--- config.mk ---
export PLATFORM = sky130hd
export DESIGN_NAME = axi4_wr_burst_sched
export DESIGN_NICKNAME = d
export VERILOG_FILES = /design/src/rtl/axi4_sched_pkg.sv /design/src/rtl/axi4_wr_pick.sv /design/src/rtl/axi4_wr_burst_sched.sv
export SDC_FILE = /design/constraint.sdc
export NUM_CORES = 1
export LEC_CHECK = 0
export CORE_ASPECT_RATIO = 1.4
export CORE_MARGIN = 2
export CORE_UTILIZATION = 56
export CTS_BUF_LIST = sky130_fd_sc_hd__clkbuf_2
export DETAILED_ROUTE_END_ITERATION = 7
export PLACE_DENSITY = 0.93
export SLEW_MARGIN = 0
export SYNTH_ARGS = -nofsm -noshare
export SYNTH_HDL_FRONTEND = slang
export SYNTH_SLANG_ARGS = --single-unit
--- constraint.sdc ---
create_clock -name aclk -period 4.6 [get_ports aclk]
set_input_delay 0.46 -clock aclk [delete_from_list [all_inputs] [get_ports aclk]]
set_output_delay 0.46 -clock aclk [all_outputs]
set_load 0.02 [all_outputs]
--- src/rtl/axi4_sched_pkg.sv ---
`default_nettype none
// ------------------------------------------------------------------
// axi4_sched_pkg : shared types/constants for the AXI4 write scheduler
// Revision: 1.0
// ------------------------------------------------------------------
package axi4_sched_pkg;

  localparam int QOS_W = 4;
  localparam int LEN_W = 8;

  typedef enum logic [1:0] {
    IDLE = 2'd0,
    AW   = 2'd1,
    W    = 2'd2,
    B    = 2'd3
  } sched_state_t;

endpackage
`default_nettype wire

--- src/rtl/axi4_wr_pick.sv ---
`default_nettype none
// ------------------------------------------------------------------
// axi4_wr_pick : combinational winner select (starvation, then QoS, rr ties)
// Revision: 1.0
// ------------------------------------------------------------------
module axi4_wr_pick
  import axi4_sched_pkg::*;
#(
  parameter int NUM_MASTERS = 2,
  parameter int SEL_W       = 1
) (
  input  logic [NUM_MASTERS-1:0]       i_req,
  input  logic [QOS_W*NUM_MASTERS-1:0] i_qos,
  input  logic [NUM_MASTERS-1:0]       i_starved,
  input  logic [SEL_W-1:0]             i_rr_ptr,
  output logic [SEL_W-1:0]             o_winner,
  output logic                         o_found
);

  logic [QOS_W-1:0] w_qos [NUM_MASTERS];
  logic [SEL_W:0]   w_sum;
  logic [SEL_W-1:0] w_idx;
  logic [SEL_W-1:0] w_st_idx;
  logic [SEL_W-1:0] w_best_idx;
  logic [QOS_W-1:0] w_best_q;
  logic             w_st_hit;
  logic             w_best_hit;

  for (genvar gi = 0; gi < NUM_MASTERS; gi++) begin : g_qos
    assign w_qos[gi] = i_qos[gi*QOS_W +: QOS_W];
  end

  // Scan in rotated order from rr_ptr, so the first hit wins every tie.
  always_comb begin
    w_sum      = '0;
    w_idx      = '0;
    w_st_hit   = 1'b0;
    w_st_idx   = '0;
    w_best_hit = 1'b0;
    w_best_idx = '0;
    w_best_q   = '0;
    for (int i = 0; i < NUM_MASTERS; i++) begin
      w_sum = {1'b0, i_rr_ptr} + (SEL_W+1)'(i);
      if (w_sum >= (SEL_W+1)'(NUM_MASTERS)) begin
        w_sum = w_sum - (SEL_W+1)'(NUM_MASTERS);
      end
      w_idx = w_sum[SEL_W-1:0];
      if (i_starved[w_idx] && !w_st_hit) begin
        w_st_hit = 1'b1;
        w_st_idx = w_idx;
      end
      if (i_req[w_idx] && (!w_best_hit || (w_qos[w_idx] > w_best_q))) begin
        w_best_hit = 1'b1;
        w_best_idx = w_idx;
        w_best_q   = w_qos[w_idx];
      end
    end
    o_winner = w_st_hit ? w_st_idx : w_best_idx;
    o_found  = w_best_hit;
  end

endmodule
`default_nettype wire

--- src/rtl/axi4_wr_burst_sched.sv ---
`default_nettype none
// ------------------------------------------------------------------
// axi4_wr_burst_sched : N-master AXI4 write scheduler, one AW/W/B at a time
// Revision: 1.0
// ------------------------------------------------------------------
module axi4_wr_burst_sched
  import axi4_sched_pkg::*;
#(
  parameter int NUM_MASTERS  = 2,
  parameter int STARVE_LIMIT = 8
) (
  input  logic                               aclk,
  input  logic                               aresetn,
  input  logic [NUM_MASTERS-1:0]             m_awvalid,
  input  logic [QOS_W*NUM_MASTERS-1:0]       m_awqos,
  input  logic [LEN_W*NUM_MASTERS-1:0]       m_awlen,
  output logic [NUM_MASTERS-1:0]             m_awready,
  input  logic [NUM_MASTERS-1:0]             m_wvalid,
  input  logic [NUM_MASTERS-1:0]             m_wlast,
  output logic [NUM_MASTERS-1:0]             m_wready,
  output logic [NUM_MASTERS-1:0]             m_bvalid,
  input  logic [NUM_MASTERS-1:0]             m_bready,
  output logic                               s_awvalid,
  output logic                               s_wvalid,
  output logic                               s_wlast,
  output logic                               s_bready,
  input  logic                               s_awready,
  input  logic                               s_wready,
  input  logic                               s_bvalid,
  output logic [$clog2(NUM_MASTERS)-1:0]     sel,
  output logic                               busy,
  output logic                               proto_err
);

  localparam int SEL_W = $clog2(NUM_MASTERS);
  localparam int CNT_W = 4;

  sched_state_t         r_state;
  logic [SEL_W-1:0]     r_sel;
  logic [SEL_W-1:0]     r_rr_ptr;
  logic [LEN_W-1:0]     r_len;
  logic [LEN_W:0]       r_beat;
  logic [NUM_MASTERS-1:0] r_req_at_grant;
  logic [CNT_W-1:0]     r_wait [NUM_MASTERS];
  logic                 r_proto_err;

  logic [LEN_W-1:0]     w_len [NUM_MASTERS];
  logic [NUM_MASTERS-1:0] w_starved;
  logic [SEL_W-1:0]     w_winner;
  logic                 w_found;
  logic                 w_wlast;
  logic                 w_aw_hs;
  logic                 w_w_hs;
  logic                 w_b_hs;

  for (genvar gi = 0; gi < NUM_MASTERS; gi++) begin : g_lane
    assign w_len[gi]     = m_awlen[gi*LEN_W +: LEN_W];
    assign w_starved[gi] = m_awvalid[gi] && (r_wait[gi] == CNT_W'(STARVE_LIMIT));
  end

  axi4_wr_pick #(
    .NUM_MASTERS (NUM_MASTERS),
    .SEL_W       (SEL_W)
  ) u_pick (
    .i_req     (m_awvalid),
    .i_qos     (m_awqos),
    .i_starved (w_starved),
    .i_rr_ptr  (r_rr_ptr),
    .o_winner  (w_winner),
    .o_found   (w_found)
  );

  assign w_wlast = (r_beat == {1'b0, r_len});
  assign w_aw_hs = (r_state == AW) && m_awvalid[r_sel] && s_awready;
  assign w_w_hs  = (r_state == W)  && m_wvalid[r_sel]  && s_wready;
  assign w_b_hs  = (r_state == B)  && s_bvalid && m_bready[r_sel];

  // Handshakes are routed straight through to the selected master only.
  always_comb begin
    m_awready = '0;
    m_wready  = '0;
    m_bvalid  = '0;
    s_awvalid = 1'b0;
    s_wvalid  = 1'b0;
    s_wlast   = 1'b0;
    s_bready  = 1'b0;
    case (r_state)
      AW: begin
        s_awvalid        = m_awvalid[r_sel];
        m_awready[r_sel] = s_awready;
      end
      W: begin
        s_wvalid        = m_wvalid[r_sel];
        m_wready[r_sel] = s_wready;
        s_wlast         = w_wlast;
      end
      B: begin
        m_bvalid[r_sel] = s_bvalid;
        s_bready        = m_bready[r_sel];
      end
      default: ;
    endcase
  end

  always_ff @(posedge aclk or negedge aresetn) begin
    if (!aresetn) begin
      r_state        <= IDLE;
      r_sel          <= '0;
      r_rr_ptr       <= '0;
      r_len          <= '0;
      r_beat         <= '0;
      r_req_at_grant <= '0;
      r_proto_err    <= 1'b0;
      for (int i = 0; i < NUM_MASTERS; i++) begin
        r_wait[i] <= '0;
      end
    end else begin
      r_proto_err <= 1'b0;
      case (r_state)
        IDLE: begin
          if (w_found) begin
            r_sel          <= w_winner;
            r_len          <= w_len[w_winner];
            r_req_at_grant <= m_awvalid;
            r_state        <= AW;
          end
        end
        AW: begin
          if (w_aw_hs) begin
            r_beat  <= '0;
            r_state <= W;
          end
        end
        W: begin
          if (w_w_hs) begin
            // Length is always taken from AWLEN; master WLAST only flags errors.
            if (m_wlast[r_sel] != w_wlast) begin
              r_proto_err <= 1'b1;
            end
            if (w_wlast) begin
              r_state <= B;
            end else begin
              r_beat <= r_beat + 1'b1;
            end
          end
        end
        B: begin
          if (w_b_hs) begin
            r_state  <= IDLE;
            r_rr_ptr <= (r_sel == SEL_W'(NUM_MASTERS-1)) ? '0 : r_sel + 1'b1;
            for (int i = 0; i < NUM_MASTERS; i++) begin
              if (SEL_W'(i) == r_sel) begin
                r_wait[i] <= '0;
              end else if (r_req_at_grant[i] && (r_wait[i] < CNT_W'(STARVE_LIMIT))) begin
                r_wait[i] <= r_wait[i] + 1'b1;
              end
            end
          end
        end
        default: r_state <= IDLE;
      endcase
    end
  end

  assign sel       = r_sel;
  assign busy      = (r_state != IDLE);
  assign proto_err = r_proto_err;

endmodule
`default_nettype wire

==> reports/results.txt, run 1 <==
Pwr dens - 500 mW/mm2
Area Overhead vs Synth - 23.8%
Multiplexer share of the synthesized area - 0.0838
Clock power share - 0.109
I/O pin total - 50
Switching pwr - 629 uW
Xor/xnor share of the synthesized area - 0.0512
RSZ-0062 raised after global routing - false
Simple-gate area share of the yosys netlist - 0.213
Seq cells post-synth - 32
Post-cts sizing count - 0
Htree depth - 2
Cell variety after synth - 47
GR Util met1 - 0.271
Dpl hpwl - 4.01 mm
Met3 Track Usage GR - 0.0461
Clk root buf - clkbuf_2
Adder-Cell Fraction of Synth Area - 0.0787
Via count - 1976
Max frequency - 310 MHz
Critical path arrival - 2.77 ns
Die X - 57.3 um
CTS Sinks - 32
Global route hottest layer - met2
Final GP Congestion - 0.867
Largest family of logic cells by synthesized area - simple AND/OR/NAND/NOR gates
DR DRC count - 0
Worst Tran Pin Value - 0.998 ns
Vias in the first global route - 2036
Ant. Diodes - 0
Congestion Overflow GR - 0
Synth top cells by count - dfrtp_1 (32), nand2_1 (28), nor2_1 (25)
Setup tns final - 0 ns
Final Hold Fails - 0
PortBufs - 49
Top FF cell, synth - dfrtp_1
Routed vias/inst - 5.92
Clock Pin Slew Worst Setup and Hold Paths - 0.20 ns
CTS Hold Bufs - 0
CTS Buf Count - 5
Startpoint Class - flip-flop
Final setup fails - 0
Hold Crit Class - primary input to async pin
Avg WL per Cell - 15.5 um
FFs w/ async S/R, synth - 1.00
Fin crit period - 3.23 ns
First-pass GRT wire length - 8.84 mm
Setup Fix Bufs, Post-CTS - 0
GRT Util Overall - 0.251
Worst slew margin - 0.332
Leakage - 0.00118 uW
Post-synth EDFFs - 0
Outcome - finished clean
Comb pwr share - 0.528
DRT antenna net count - 0
Initial Utilization - 0.573
Ys Warns - 0
Setup CP Type - flip-flop to output pin
Period Utilization, post-route - 0.702
Crit end category - output pin
Post-synth top area share - 0.360
Top-count cell post-synth - dfrtp_1
Compound-Gate Fraction of Synth Area - 0.156
Max capacitance violation total - 0
Maximum VDD drop - 0.000339 V
CTS tree - yes
Cell area after synthesis - 0.00222 mm2
DRT Wirelength - 5.18 mm
Core box area - 0.00388 mm2
Cell count after synthesis - 243
Seq pwr share - 0.362
Synth Net Count - 294
Sw frac - 0.457
Die ar. - 0.00450 mm2
Nets - 341
Antenna violations before repair - 0
Synth area leaders - dfrtp_1 (36%), ha_1 (7.9%), mux2i_1 (5.8%), nand2_1 (4.7%), xnor2_1 (4.7%)
P_int - 748 uW
1st-iter DRT viols - 83
Final core occ - 0.709
Die Ht - 78.6 um
Post-synthesis sequential area ratio - 0.360
Worst reg-to-reg setup slack - 1.82 ns
# fillers - 322
Clk_lat worst skew - 0.41 ns
Post-Syn Area per Cell - 9.15 um2
Crit-path max FO - 9
Critical Path RT - 4.14 ns
Pre-antenna DRT Iters - 5
Row count - 27
Max Slew Vio Count - 0
Worst Skew - 0.0204 ns
Longest Clk Path Bufs - 2
Dominant cell type by area after synthesis - dfrtp_1
Pin count of the biggest net entering global routing - 33
Share of cells above drive strength 1 - 0.0825
M2 GR Usage - 0.463
==> flip-flops by register name, indices dropped and copies added (netlist names) <==
name            cells
r_rr_ptr            1
r_req_at_grant      2
sel                 1
r_wait              8
r_state             2
r_beat              9
r_len               8
proto_err           1
==> metrics by stage <==
step	cell area, um2	std cells	worst slack (ns)	total power, uW	hold WS, ns
2_1_floorplan	2220	243	2.22	1040	0.164
5_1_grt	2750	334	1.19	1490	0.400
3_3_place_gp	2710	326	1.56	1190	0.479
4_1_cts	2750	334	1.34	1380	0.414
3_5_place_dp	2710	326	1.38	1230	0.499
6_report	2750	334	1.37	1380	0.423
==> cell usage in the layout, fill, tap and decap left out, types with 5 or more instances in the layout <==
master           netlist  routed
and3_1                 5       5
ha_1                  14      14
nor2b_1                5       5
dfrtp_1               32      32
a21oi_1               13      13
nand2_1               28      28
nor3_1                 6       6
o21ai_0               11      11
nand3_1                9       9
inv_1                 13      13
clkbuf_2               0       5
nor2_1                25      25
xnor2_1               12      12
clkdlybuf4s50_1        0      49
mux2i_1               13      13
==> path summary, 6_finish.rpt <==
check,start,end,depth (start not counted)
max in group asynchronous,aresetn,r_beat[4],2
max reg2reg,r_rr_ptr,r_len[7],10
min,aresetn,r_beat[0],2
min in group aclk,r_wait[2],r_wait[2],1
min reg2reg,r_wait[2],r_wait[2],1
max,r_state[0],s_wlast,5
==> area by class of cell <==
type / instances / area, um2 / area share
multi-input cells: 187 / 1300 / 0.471
flip-flops and latches: 32 / 801 / 0.291
clock inverters: 3 / 23.8 / 0.00863
repair buffers: 51 / 505 / 0.184
well taps: 43 / 53.8 / 0.0195
clock buffers: 5 / 25.0 / 0.00909
inverters: 13 / 48.8 / 0.0177
==> critical path, cell delays in order, from the launching register on <==
cell             delay, ns
dfrtp_1               0.45
inv_1                 0.12
ha_1                  0.41
inv_1                 0.24
nor4_4                0.46
clkdlybuf4s50_1       0.69
==> logic make-up (layout without fill, tap and decap cells) <==
kind of cell,Yosys count,count (layout)
muxes,18,18
buffers and inverters,24,72
and+or+nand+nor,93,93
AOI/OAI and AO/OA,49,49
DFF,32,32
adders and majority gates,14,14
xor gates and xnor gates,13,13
==> per-layer routing <==
layer,up-vias,routed length (um)
met2,63,2890
met3,12,194
met5,-,0
li1,956,-
met4,0,95
met1,945,2000
==> power by group through the flow <==
stage	Combinational (uW)	Sequential [uW]	Clock, uW
after floorplan	590	449	0
after global placement	694	495	0
after detailed placement	727	502	0
after CTS	730	496	154
after global routing	806	515	167
final	727	499	151
(Power assumes the default switching activity.)
==> inputs of run 2 (changes only) <==
--- a/config.mk
+++ b/config.mk
@@ -7,10 +7,10 @@
 export LEC_CHECK = 0
 export CORE_ASPECT_RATIO = 1.4
 export CORE_MARGIN = 2
-export CORE_UTILIZATION = 56
+export CORE_UTILIZATION = 47
 export CTS_BUF_LIST = sky130_fd_sc_hd__clkbuf_2
 export DETAILED_ROUTE_END_ITERATION = 7
-export PLACE_DENSITY = 0.93
+export PLACE_DENSITY = 0.83
 export SLEW_MARGIN = 0
 export SYNTH_ARGS = -nofsm -noshare
 export SYNTH_HDL_FRONTEND = slang
==> constraint.sdc (replaced) <==
create_clock -name aclk -period 2.7 [get_ports aclk]
set_input_delay 0.27 -clock aclk [delete_from_list [all_inputs] [get_ports aclk]]
set_output_delay 0.27 -clock aclk [all_outputs]
set_load 0.02 [all_outputs]
==> reports/results.txt, run 2 (synthesis results as in run 1) <==
CTS tree - yes
Post-DP Area - 0.00280 mm2
Dpl hpwl - 3.89 mm
Final GP Congestion - 0.856
Clk root buf - clkbuf_2
Post-route cell area - 0.00285 mm2
Die ar. - 0.00531 mm2
Final WS setup - 0.197 ns
Worst slack at placement - -0.0916 ns
Critical path arrival - 2.75 ns
Initial Utilization - 0.490
Avg WL per Cell - 13.6 um
Die X - 62.1 um
Antenna violations before repair - 0
Via count - 1959
Crit-path max FO - 9
Ant. Diodes - 0
CP cell instances - mux2_2, ha_1, nor2b_1, o31ai_1, a21oi_1, o221ai_1, buf_4, mux2i_1, a21oi_1
Max Slew Vio Count - 0
Critical Path RT - 2.94 ns
Area Overhead vs Synth - 28.3%
Buf/Inv on CP - 1
Crit end category - flip-flop
Clk_lat worst skew - 0.35 ns
Most frequent cells in the layout - clkdlybuf4s50_1 (48), dfrtp_1 (31), nand2_1 (28)
DRT Wirelength - 4.94 mm
Pin count of the biggest net entering global routing - 33
Fin crit period - 2.50 ns
PortBufs - 49
Worst Tran Pin Value - 0.586 ns
CTS Buf Count - 5
CP peak stage delay - 0.47 ns
DRT antenna net count - 0
Most flop-heavy register - r_beat
1st-iter DRT viols - 95
Maximum VDD drop - 0.000371 V
Die Ht - 85.4 um
Critical path's top delay family - compound AO/OA/AOI/OAI gates
Routed vias/inst - 5.38
Worst hold slack - 0.300 ns
Outcome - finished clean
Nets - 352
CTS Sinks - 32
Leakage - 0.00126 uW
Htree depth - 2
GRT Util Overall - 0.198
Share of cells above drive strength 1 - 0.116
Max capacitance violation total - 0
Startpoint Class - flip-flop
Pre-antenna DRT Iters - 4
Worst slew margin - 0.610
Core box area - 0.00454 mm2
Most used cell, CP - a21oi_1
I/O pin total - 50
DR DRC count - 0
First-pass GRT wire length - 8.50 mm
Commonest non-fill, non-tap cell in the layout - clkdlybuf4s50_1
CTS Hold Bufs - 0
Period Utilization, post-route - 0.927
Crit-path slowest cell - dfrtp_2
Vias in the first global route - 1904
Max reg flops - 9
Hold Crit Class - primary input to async pin
Max frequency - 399 MHz
Clock Pin Slew Worst Setup and Hold Paths - 0.17 ns
Longest Clk Path Bufs - 2
Pwr dens - 827 mW/mm2
Largest regs - r_beat (9), r_len (8), r_wait (8)
Final Hold Fails - 0
Worst Skew - 0.0162 ns
Row count - 29
# fillers - 400
Congestion Overflow GR - 0
Setup CP Type - flip-flop to flip-flop
RSZ-0062 raised after global routing - false
Final setup fails - 0
run 2: cell types whose count changed in the layout (fill, tap and decap cells not counted):
cell / delta
clkinv_1: +1
buf_4: +11
clkbuf_2: +2
clkinv_4: -1
dfrtp_2: +1
clkdlybuf4s50_1: -1
dfrtp_1: -1
clkinvlp_4: -2
dlymetal6s2s_1: +1
run 2: cell type report:
type,count,area [um2],area share
multi-input combinational,187,1300,0.454
sequential,32,802,0.281
timing repair buffer,62,591,0.207
tap,62,77.6,0.0272
inverter,13,48.8,0.0171
clock buffer,7,35.0,0.0123
clock inverter,1,3.75,0.00132
run 2: final timing paths:
path,from,endpoint,slack [ns],cells past startpoint
setup / recovery,r_rr_ptr,r_len[4],0.20,9
min in group aclk,s_wready,proto_err,0.51,3
hold reg to reg,r_req_at_grant[0],r_req_at_grant[0],0.52,2
setup reg to reg,r_rr_ptr,r_len[4],0.20,9
max in group asynchronous,aresetn,r_rr_ptr,2.07,2
hold / removal,aresetn,r_req_at_grant[1],0.30,2
run 2: timing repair:
item | 4_1_cts | 5_1_grt
resized for setup | 0 | 2
setup buffers | 0 | 2
endpoints found under the setup margin | 0 | 8
run 2: report_power, final:
group	switching [uW]	total [uW]	internal, uW	leakage, uW
logic	674	1300	625	0.000823
clock network	159	228	69.6	0.0000306
registers	194	833	639	0.000404
total	1030	2360	1330	0.00126
run 2: metrics by stage:
stage | instances | total power [uW] | setup TNS, ns | utilization
floorplan | 243 | 1770 | 0 | -
global placement | 354 | 2100 | 0 | 0.617
detailed placement | 354 | 2150 | -0.616 | 0.617
CTS | 362 | 2380 | 0 | 0.625
global route | 364 | 2570 | 0 | 0.629
finish | 364 | 2360 | 0 | 0.629
run 2: layer usage:
layer / global-route usage / up-vias / part of all wire
met5: 0 / - / 0
met2: 0.373 / 55 / 0.56
met3: 0.0438 / 4 / 0.040
met1: 0.226 / 924 / 0.40
met4: 0.0485 / 0 / 0.0067
li1: - / 976 / -
